`src/rtl/fsk_pkg.sv`:
```
// -----------------------------------------------------------------------------
// fsk_pkg
// Shared types and default constants for the FSK frame transmitter.
//   fsk_tx_state_t : framer state encoding (IDLE, START, DATA, PARITY, STOP)
//   DEF_*          : default timing parameters (clk cycles)
//   cnt_width()    : counter width helper, never narrower than one bit
// -----------------------------------------------------------------------------
package fsk_pkg;

    typedef enum logic [2:0] {
        ST_IDLE   = 3'd0,
        ST_START  = 3'd1,
        ST_DATA   = 3'd2,
        ST_PARITY = 3'd3,
        ST_STOP   = 3'd4
    } fsk_tx_state_t;

    localparam int unsigned DEF_BIT_CYCLES = 16;
    localparam int unsigned DEF_HALF0      = 4;
    localparam int unsigned DEF_HALF1      = 2;

    // Width needed to count 0..n-1; a single-value counter still gets one bit.
    function automatic int unsigned cnt_width(input int unsigned n);
        return (n <= 1) ? 1 : $clog2(n);
    endfunction

endpackage : fsk_pkg

```
`src/rtl/fsk_carrier_gen.sv`:
```
// -----------------------------------------------------------------------------
// fsk_carrier_gen
// Continuous-phase two-tone square-wave generator. The half-period counter is
// never reset at bit boundaries, so the carrier phase is continuous across
// tone changes.
// Ports:
//   clk      in  system clock, posedge
//   rst      in  synchronous active-low reset
//   tone_sel in  1 = mark tone (HALF1), 0 = space tone (HALF0)
//   fsk_out  out carrier square wave
// -----------------------------------------------------------------------------
module fsk_carrier_gen
    import fsk_pkg::*;
#(
    parameter int unsigned HALF0 = DEF_HALF0,
    parameter int unsigned HALF1 = DEF_HALF1
) (
    input  logic clk,
    input  logic rst,
    input  logic tone_sel,
    output logic fsk_out
);

    localparam int unsigned CW = cnt_width((HALF0 > HALF1) ? HALF0 : HALF1);
    localparam logic [CW-1:0] LIM0 = CW'(HALF0 - 1);
    localparam logic [CW-1:0] LIM1 = CW'(HALF1 - 1);

    logic [CW-1:0] cnt_q, cnt_d;
    logic          fsk_q, fsk_d;
    logic [CW-1:0] lim;

    // NOTE: every signal driven here gets a default first, so no path leaves
    // it unassigned and no latch is inferred.
    always_comb begin
        lim   = tone_sel ? LIM1 : LIM0;
        cnt_d = cnt_q + CW'(1);
        fsk_d = fsk_q;
        // >= rather than ==: after a switch to the shorter tone the counter
        // may already be past the new limit and must toggle immediately.
        if (cnt_q >= lim) begin
            cnt_d = '0;
            fsk_d = ~fsk_q;
        end
    end

    // NOTE: state registers use non-blocking assignments so every flop
    // samples the pre-edge values regardless of block evaluation order.
    always_ff @(posedge clk) begin
        if (!rst) begin
            cnt_q <= '0;
            fsk_q <= 1'b0;
        end else begin
            cnt_q <= cnt_d;
            fsk_q <= fsk_d;
        end
    end

    assign fsk_out = fsk_q;

endmodule : fsk_carrier_gen

```
`src/rtl/fsk_frame_tx.sv`:
```
// -----------------------------------------------------------------------------
// fsk_frame_tx
// UART-style framer plus FSK modulator. Each accepted 8-bit word is sent as
// start(0), 8 data bits LSB first, optional even parity, stop(1); each bit is
// held BIT_CYCLES clocks. The carrier tone follows the current line bit.
// Ports:
//   clk        in  system clock, posedge
//   rst        in  synchronous active-low reset
//   word       in  data word, sampled on acceptance
//   word_valid in  word available (level)
//   ready      out word can be accepted this cycle
//   line_bit   out current serialized bit (idle = 1)
//   busy       out frame in progress
//   frame_done out one-cycle pulse in the last STOP cycle
//   fsk_out    out FSK carrier
// -----------------------------------------------------------------------------
module fsk_frame_tx
    import fsk_pkg::*;
#(
    parameter int unsigned BIT_CYCLES = DEF_BIT_CYCLES,
    parameter int unsigned HALF0      = DEF_HALF0,
    parameter int unsigned HALF1      = DEF_HALF1,
    parameter bit          PARITY_EN  = 1'b1
) (
    input  logic       clk,
    input  logic       rst,
    input  logic [7:0] word,
    input  logic       word_valid,
    output logic       ready,
    output logic       line_bit,
    output logic       busy,
    output logic       frame_done,
    output logic       fsk_out
);

    localparam int unsigned   BW       = cnt_width(BIT_CYCLES);
    localparam logic [BW-1:0] BIT_LAST = BW'(BIT_CYCLES - 1);

    fsk_tx_state_t state_q, state_d;
    logic [BW-1:0] bit_cnt_q, bit_cnt_d;
    logic [2:0]    idx_q, idx_d;
    logic [7:0]    shreg_q, shreg_d;
    logic          par_q, par_d;

    logic bit_last;
    logic stop_last;
    logic accept;

    assign bit_last  = (bit_cnt_q == BIT_LAST);
    assign stop_last = (state_q == ST_STOP) && bit_last;
    // Ready in the last stop cycle lets a waiting word start with zero gap.
    assign ready     = (state_q == ST_IDLE) || stop_last;
    assign accept    = word_valid && ready;

    always_comb begin
        state_d   = state_q;
        bit_cnt_d = bit_last ? '0 : bit_cnt_q + BW'(1);
        idx_d     = idx_q;
        shreg_d   = shreg_q;
        par_d     = par_q;

        case (state_q)
            ST_IDLE: begin
                bit_cnt_d = '0;
                if (accept) begin
                    state_d = ST_START;
                    shreg_d = word;
                    par_d   = ^word;
                end
            end
            ST_START: begin
                if (bit_last) begin
                    state_d = ST_DATA;
                    idx_d   = 3'd0;
                end
            end
            ST_DATA: begin
                if (bit_last) begin
                    shreg_d = {1'b0, shreg_q[7:1]};
                    idx_d   = idx_q + 3'd1;
                    if (idx_q == 3'd7) begin
                        state_d = PARITY_EN ? ST_PARITY : ST_STOP;
                    end
                end
            end
            ST_PARITY: begin
                if (bit_last) begin
                    state_d = ST_STOP;
                end
            end
            ST_STOP: begin
                if (bit_last) begin
                    if (accept) begin
                        state_d = ST_START;
                        shreg_d = word;
                        par_d   = ^word;
                    end else begin
                        state_d = ST_IDLE;
                    end
                end
            end
            default: begin
                state_d   = ST_IDLE;
                bit_cnt_d = '0;
            end
        endcase
    end

    always_ff @(posedge clk) begin
        if (!rst) begin
            state_q   <= ST_IDLE;
            bit_cnt_q <= '0;
            idx_q     <= 3'd0;
            shreg_q   <= 8'h00;
            par_q     <= 1'b0;
        end else begin
            state_q   <= state_d;
            bit_cnt_q <= bit_cnt_d;
            idx_q     <= idx_d;
            shreg_q   <= shreg_d;
            par_q     <= par_d;
        end
    end

    always_comb begin
        case (state_q)
            ST_START:  line_bit = 1'b0;
            ST_DATA:   line_bit = shreg_q[0];
            ST_PARITY: line_bit = par_q;
            default:   line_bit = 1'b1;
        endcase
    end

    assign busy       = (state_q != ST_IDLE);
    assign frame_done = stop_last;

    fsk_carrier_gen #(
        .HALF0 (HALF0),
        .HALF1 (HALF1)
    ) u_carrier (
        .clk      (clk),
        .rst      (rst),
        .tone_sel (line_bit),
        .fsk_out  (fsk_out)
    );

endmodule : fsk_frame_tx

```
`config.mk`:
```
export PLATFORM = sky130hd
export DESIGN_NAME = fsk_frame_tx
export DESIGN_NICKNAME = d
export VERILOG_FILES = /design/src/rtl/fsk_pkg.sv /design/src/rtl/fsk_carrier_gen.sv /design/src/rtl/fsk_frame_tx.sv
export SDC_FILE = /design/constraint.sdc
export NUM_CORES = 1
export LEC_CHECK = 0
export CAP_MARGIN = 40
export CORE_MARGIN = 5
export CORE_UTILIZATION = 40
export DETAILED_ROUTE_END_ITERATION = 10
export PLACE_DENSITY = 0.7
export SLEW_MARGIN = 20
export SYNTH_ARGS = -nofsm -noshare
export SYNTH_HDL_FRONTEND = slang
export SYNTH_SLANG_ARGS = --single-unit
```
`constraint.sdc`:
```
create_clock -name clk -period 1.7 [get_ports clk]
set_clock_uncertainty 0.1 [all_clocks]
set_input_delay 0.255 -clock clk [delete_from_list [all_inputs] [get_ports clk]]
set_output_delay 0.255 -clock clk [all_outputs]
set_load 0.03 [all_outputs]
```
---- Word level (Yosys, flattened, before mapping) ----
Index checks and enable logic that the tools add are counted.
storage, ports and cells
  input port bits ......................... 11
  register bits after elaboration ......... 22
  output and inout port bits .............. 5
  word-level logic and storage cells ...... 62
cells by class
  order comparisons ....................... 1
  add/sub/neg operators ................... 3
  bitwise operators ....................... 3
  eq/ne operators ......................... 12
  reduce and logical (&&, ||, !) cells .... 16
  muxes and demuxes ....................... 20
operator list
  kind                                                  count
  2-to-1 mux 3 bit                                      8
  2-to-1 mux 8 bit                                      3
  case mux 8 bit (3 select lines)                       1
  case mux 3 bit (5 select lines)                       1
  != test 2 bit (second input constant)                 6
  parity 8 bit                                          1
  equality test 3 x 2 -> 1 bit (second input constant)  2
  equality test 3 bit (second input constant)           2
  case mux 3 bit (2 select lines)                       1
  AND reduction 3 bit                                   2
  AND reduction 6 bit                                   1
  nonzero test 3 bit                                    2
  adder 4 x 1 -> 4 bit (second input constant)          1
  equality test 4 bit (second input constant)           1
  nonzero test 2 bit                                    2
  OR reduction 4 bit                                    1
  adder 3 x 1 -> 3 bit (second input constant)          1
  equality test 3 x 1 -> 1 bit (second input constant)  1
  zero test 3 bit                                       1
  2-to-1 mux 1 bit                                      3
  NOT 1 bit                                             3
  case mux 1 bit (3 select lines)                       1
  OR reduction 3 bit                                    1
  adder 2 x 1 -> 2 bit (second input constant)          1
  other kinds (7)                                       8

---- Logic depth before layout (Yosys ltp) ----
  depth after elaboration ................. 7
  mapped depth ............................ 7
  depth with buffers taken out ............ 7

---- Hierarchy ----
Synthesis repeated with hierarchy kept, for this count alone.
second synthesis, totals
  cells, all modules ...................... 122
  area total of the unflattened synthesis .. 1221.2 µm²
by module, submodules not included
  module           sequential area each (µm²)  cells each  instances  area each (µm²)
  fsk_frame_tx     380.4                       109         1          1089.8
  fsk_carrier_gen  60.1                        13          1          131.4

---- Worst setup path before layout ----
Ideal clock, no wire load.
  path kind ............................... register to register
  from .................................... register state_q[2]
  to ...................................... register u_carrier.fsk_q (netlist: u_carrier.fsk_out)
  path slack .............................. -168 ps
  cell stages (with the launch flop) ...... 7
  setup time .............................. 115 ps
  buffers on the path ..................... 1
  arrival ................................. 1653 ps
  cells stage by stage .................... dfxtp_1 clkbuf_1 a311o_1 ha_1 a21oi_1 xnor2_1 and2_1
between the ends
  word-level cells in the longest chain between the ends .. 4
RTL lines
  element                                                                              line                   source
  start: declaration                                                                   fsk_frame_tx.sv:39     fsk_tx_state_t state_q, state_d;
  start signal: assignment                                                             fsk_frame_tx.sv:117    state_q <= state_d;
  equality test 3 x 2 -> 1 bit / equality test 3 x 1 -> 1 bit (equally long branches)  fsk_frame_tx.sv:126    case (state_q)
  case mux 1 bit (3 select lines) (*)                                                  fsk_frame_tx.sv:126
  named net line_bit                                                                   fsk_frame_tx.sv:30     output logic line_bit,
  2-to-1 mux 2 bit (*)                                                                 fsk_carrier_gen.sv:35  lim = tone_sel ? LIM1 : LIM0;
  greater-or-equal comparator 2 bit (*)                                                fsk_carrier_gen.sv:40  if (cnt_q >= lim) begin
  end signal: assignment                                                               fsk_carrier_gen.sv:54  fsk_q <= fsk_d;
  end: declaration                                                                     fsk_carrier_gen.sv:29  logic fsk_q, fsk_d;
The timed path passes the listed nets; every way through them passes the cells marked *.
A chain may end at the register's enable or synchronous reset.

---- Final worst setup path ----
  from .................................... register bit_cnt_q[1]
  to ...................................... output port ready
between the ends
  word-level cells in the longest chain between the ends .. 3
RTL lines
  element                   line                 source
  start: declaration        fsk_frame_tx.sv:40   logic [BW-1:0] bit_cnt_q, bit_cnt_d;
  start signal: assignment  fsk_frame_tx.sv:118  bit_cnt_q <= bit_cnt_d;
  equality test 4 bit       fsk_frame_tx.sv:49   assign bit_last = (bit_cnt_q == BIT_LAST);
  logical AND 1 bit         fsk_frame_tx.sv:50   assign stop_last = (state_q == ST_STOP) && bit_last;
  logical OR 1 bit          fsk_frame_tx.sv:52   assign ready = (state_q == ST_IDLE) || stop_last;
  end: declaration          fsk_frame_tx.sv:29   output logic ready,
Every way passes these cells.

==> metrics.yaml <==
drt:
  drt-pass1-iter-count: 4
  via_count: 976
  drt_iter0_markers: 46
  wl_mm: 2.59
  antenna_left: 0
  route.detailed.wl_per_inst_um: 13.9
  vias_per_cell: 5.25
  drc: 0
outcome:
  run_status: "finished, violations left"
  violations: "setup timing"
sta:
  layout_min_cycle_time_ns: 1.70
  worst_pin_slew_ns: 0.441
  setup_violations: 1
  period_share_pct: 100
  slew_headroom_pct: 70.6
  setup_ws_ns: -0.00459
  max_freq_mhz: 587
  hold_violations: 0
  finalMaxSlewViolations: 0
  grt_setup_unrepaired: "true"
power_and_ir_drop:
  irDropWorstVdd_v: 0.000302
  power_leakage_nw: 0.605
  finalPower_mw: 1.13
  powerDensity_nw_per_um2: 687
grt:
  grt_pass1_vias: 1054
  grt-ovfl-total: 0
  grt_max_degree: 20
  antenna_found_initial: 0
  grt_pass1_wl_mm: 4.55
  grt.total_usage_pct: 13.3
synth:
  synth_compound_area_share_pct: 20.0
  synth_xor_area_share_pct: 8.49
  ys_types: 38
  synth_nets: 138
  muxShareOfSynthArea_pct: 6.47
  synth_top_family_by_area: "compound AO/OA/AOI/OAI gates"
  synth_cells: 123
  synth_warnings: 0
  async_reset_ff_share_pct: 0
  synth_edf_count: 0
  synthAdderAreaFrac_pct: 4.04
  ys.flop_type: "dfxtp_1"
  syn_avg_cell_area_sq_um: 10.1
  ys_ff_latch: 22
  syn_area_sq_um: 1240
  yosys.area_share.simple_pct: 16.2
  seq_area_frac_synth_pct: 35.6
clock_network:
  cts_sinks: 22
  cts_buffers: 3
  cts_tree: "yes"
  clock_latency_ns: 0.30
  htreeDepth: 1
  cts_root_buffer: "clkbuf_4"
  clk_pin_slew_worst_paths_ns: 0.12
  clk_path_buf_depth: 2
critical_path:
  cpMostUsedCell: "buf_6"
  critPathRequiredTime_ns: 1.34
  cp_slowest_cell: "dfxtp_2"
  reg2reg_from: "shreg_q[0]$_SDFFE_PN0P_"
  cp_data_arrival_time_ns: 1.35
  cp_slowest_stage_delay_ns: 0.37
  r2r_cells: 8
  startpoint_type: "flip-flop"
  path_cells: "ha_4, nand3_4, buf_6, a21boi_4, buf_6"
  crit_path_start: "bit_cnt_q[1]$_SDFF_PP0_"
  reg2reg_to: "u_carrier.fsk_out$_SDFFE_PN0P_"
  crit_fanout: 4
  path_class: "flip-flop to output pin"
  r2r_slack_ns: 0.02
  cp-end-kind: "output pin"
finish:
  layout_commonest_cell: "buf_4"
  antennaDiodeCount: 0
  syn_to_final_growth_pct: 32.8
  nNetsFinal: 169
  multi_input_area_sq_um: 793
  stdcell_area_sq_um: 1640
  fillerInstances: 267
  finalNonFillerCells: 186
  layout-drive-gt1-share_pct: 45.8
  seqCellArea_sq_um: 450
  finalCoreUtilization_pct: 54.7
  most-common-layout-cells: "buf_4 (17), dfxtp_1 (16), a21oi_2 (11), xnor2_1 (11), clkdlybuf4s50_1 (10)"
worst_hold_path:
  holdPathEnd: "u_carrier.cnt_q[0]$_SDFF_PP0_"
  min-delay-start: "u_carrier.cnt_q[0]$_SDFF_PP0_"
  min_path_type: "flip-flop to flip-flop"
  hold_depth: 1
floorplan:
  chipWidth_um: 65.6
  core-area_sq_um: 3000
  die_y_um: 65.6
  ios: 16
  dieArea_sq_um: 4310
  start_util_pct: 41.2
  rows: 20
flow_run:
  drv_cap: 0
place:
  placed_cells: 181
  place_area_sq_um: 1490
  io_buffers: 15
  place.gp.congestion: 0.776
  dp_hpwl_mm: 1.94
sequential cells by signal, summed over array words and instances, names as in the netlist:
register / count
idx_q: 3
shreg_q: 8
par_q: 1
state_q: 3
u_carrier.cnt_q: 2
u_carrier.fsk_out: 1
bit_cnt_q: 4
repair_timing:
action | 4_1_cts | 5_1_grt
gates resized for setup | 25 | 18
setup endpoints to repair | 19 | 14
hold endpoints to repair | 0 | 0
cloned | 0 | 0
buffers inserted | 1 | 0
pin swaps | 2 | 2
hold buffers | 0 | 0
layout make-up:
type,instances,share of cell area (%)
tap,33,2.51
multi-input combinational,87,48.3
timing repair buffer,35,18.4
inverter,5,1.14
sequential,22,27.4
clock buffer,4,2.21
synthesized netlist by cell type, types with 2 or more instances:
| master | number | share of area [%] |
|---|---|---|
| nor2_1 | 8 | 2.4 |
| ha_1 | 4 | 4.0 |
| a21boi_0 | 3 | 1.8 |
| inv_1 | 5 | 1.5 |
| clkbuf_8 | 2 | 2.2 |
| buf_6 | 5 | 4.5 |
| nand2_1 | 4 | 1.2 |
| mux2i_1 | 8 | 6.5 |
| nor3b_1 | 3 | 1.8 |
| o31ai_1 | 7 | 4.2 |
| and2_1 | 2 | 1.0 |
| nand3_1 | 4 | 1.6 |
| dfxtp_1 | 22 | 36 |
| nor3_1 | 2 | 0.81 |
| xnor2_1 | 11 | 7.8 |
| a21oi_1 | 3 | 1.2 |
| a21oi_2 | 9 | 6.4 |
report_power, final:
| part | leakage [nW] | switching (mW) | total [mW] | internal [mW] |
|---|---|---|---|---|
| Combinational | 0.400 | 0.130 | 0.268 | 0.137 |
| Sequential | 0.183 | 0.0280 | 0.576 | 0.548 |
| Clock | 0.0210 | 0.155 | 0.285 | 0.131 |
worst max-delay path, delay by kind of cell, from the launching register on:
| kind | cells | cell delay [ns] |
|---|---|---|
| buf+inv | 2 | 0.29 |
| fa+ha+maj | 1 | 0.15 |
| simple gates | 1 | 0.11 |
| compound gates | 1 | 0.12 |
| flops | 1 | 0.37 |
routing by layer:
layer / part of all wire (%) / track usage [%]
met1: 42 / 16.0
met2: 54 / 23.5
met3: 3.2 / 2.39
met4: 0.69 / 4.66
met5: 0 / 0
worst max-delay path by stage:
stage | endpoint | slack, ns | cells past startpoint
floorplan | u_carrier.fsk_out$_SDFFE_PN0P_ | -0.07 | 6
global placement | shreg_q[3]$_SDFFE_PN0P_ | -0.08 | 5
detailed placement | shreg_q[4]$_SDFFE_PN0P_ | -0.13 | 5
CTS | ready | -0.02 | 5
global route | ready | -0.1 | 5
finish | ready | -0.005 | 5
kinds of logic after synthesis:
logic type               count (synthesis)
AND/OR/NAND/NOR                         34
AO/OA/AOI/OAI                           29
flip-flops                              22
buffers and inverters                   14
XOR/XNOR                                12
multiplexers                             8
adder cells (fa/ha/maj)                  4
per-stage QoR:
step                setup WS [ns]  setup TNS [ns]  hold slack, ns
global placement          -0.0809          -0.656           0.338
detailed placement         -0.128           -1.14           0.345
floorplan                 -0.0651         -0.0651           0.318
global route              -0.0954          -0.499           0.408
finish                   -0.00459        -0.00459           0.369
CTS                       -0.0232         -0.0265           0.374
Note: power is estimated with default switching activity, not from simulation.
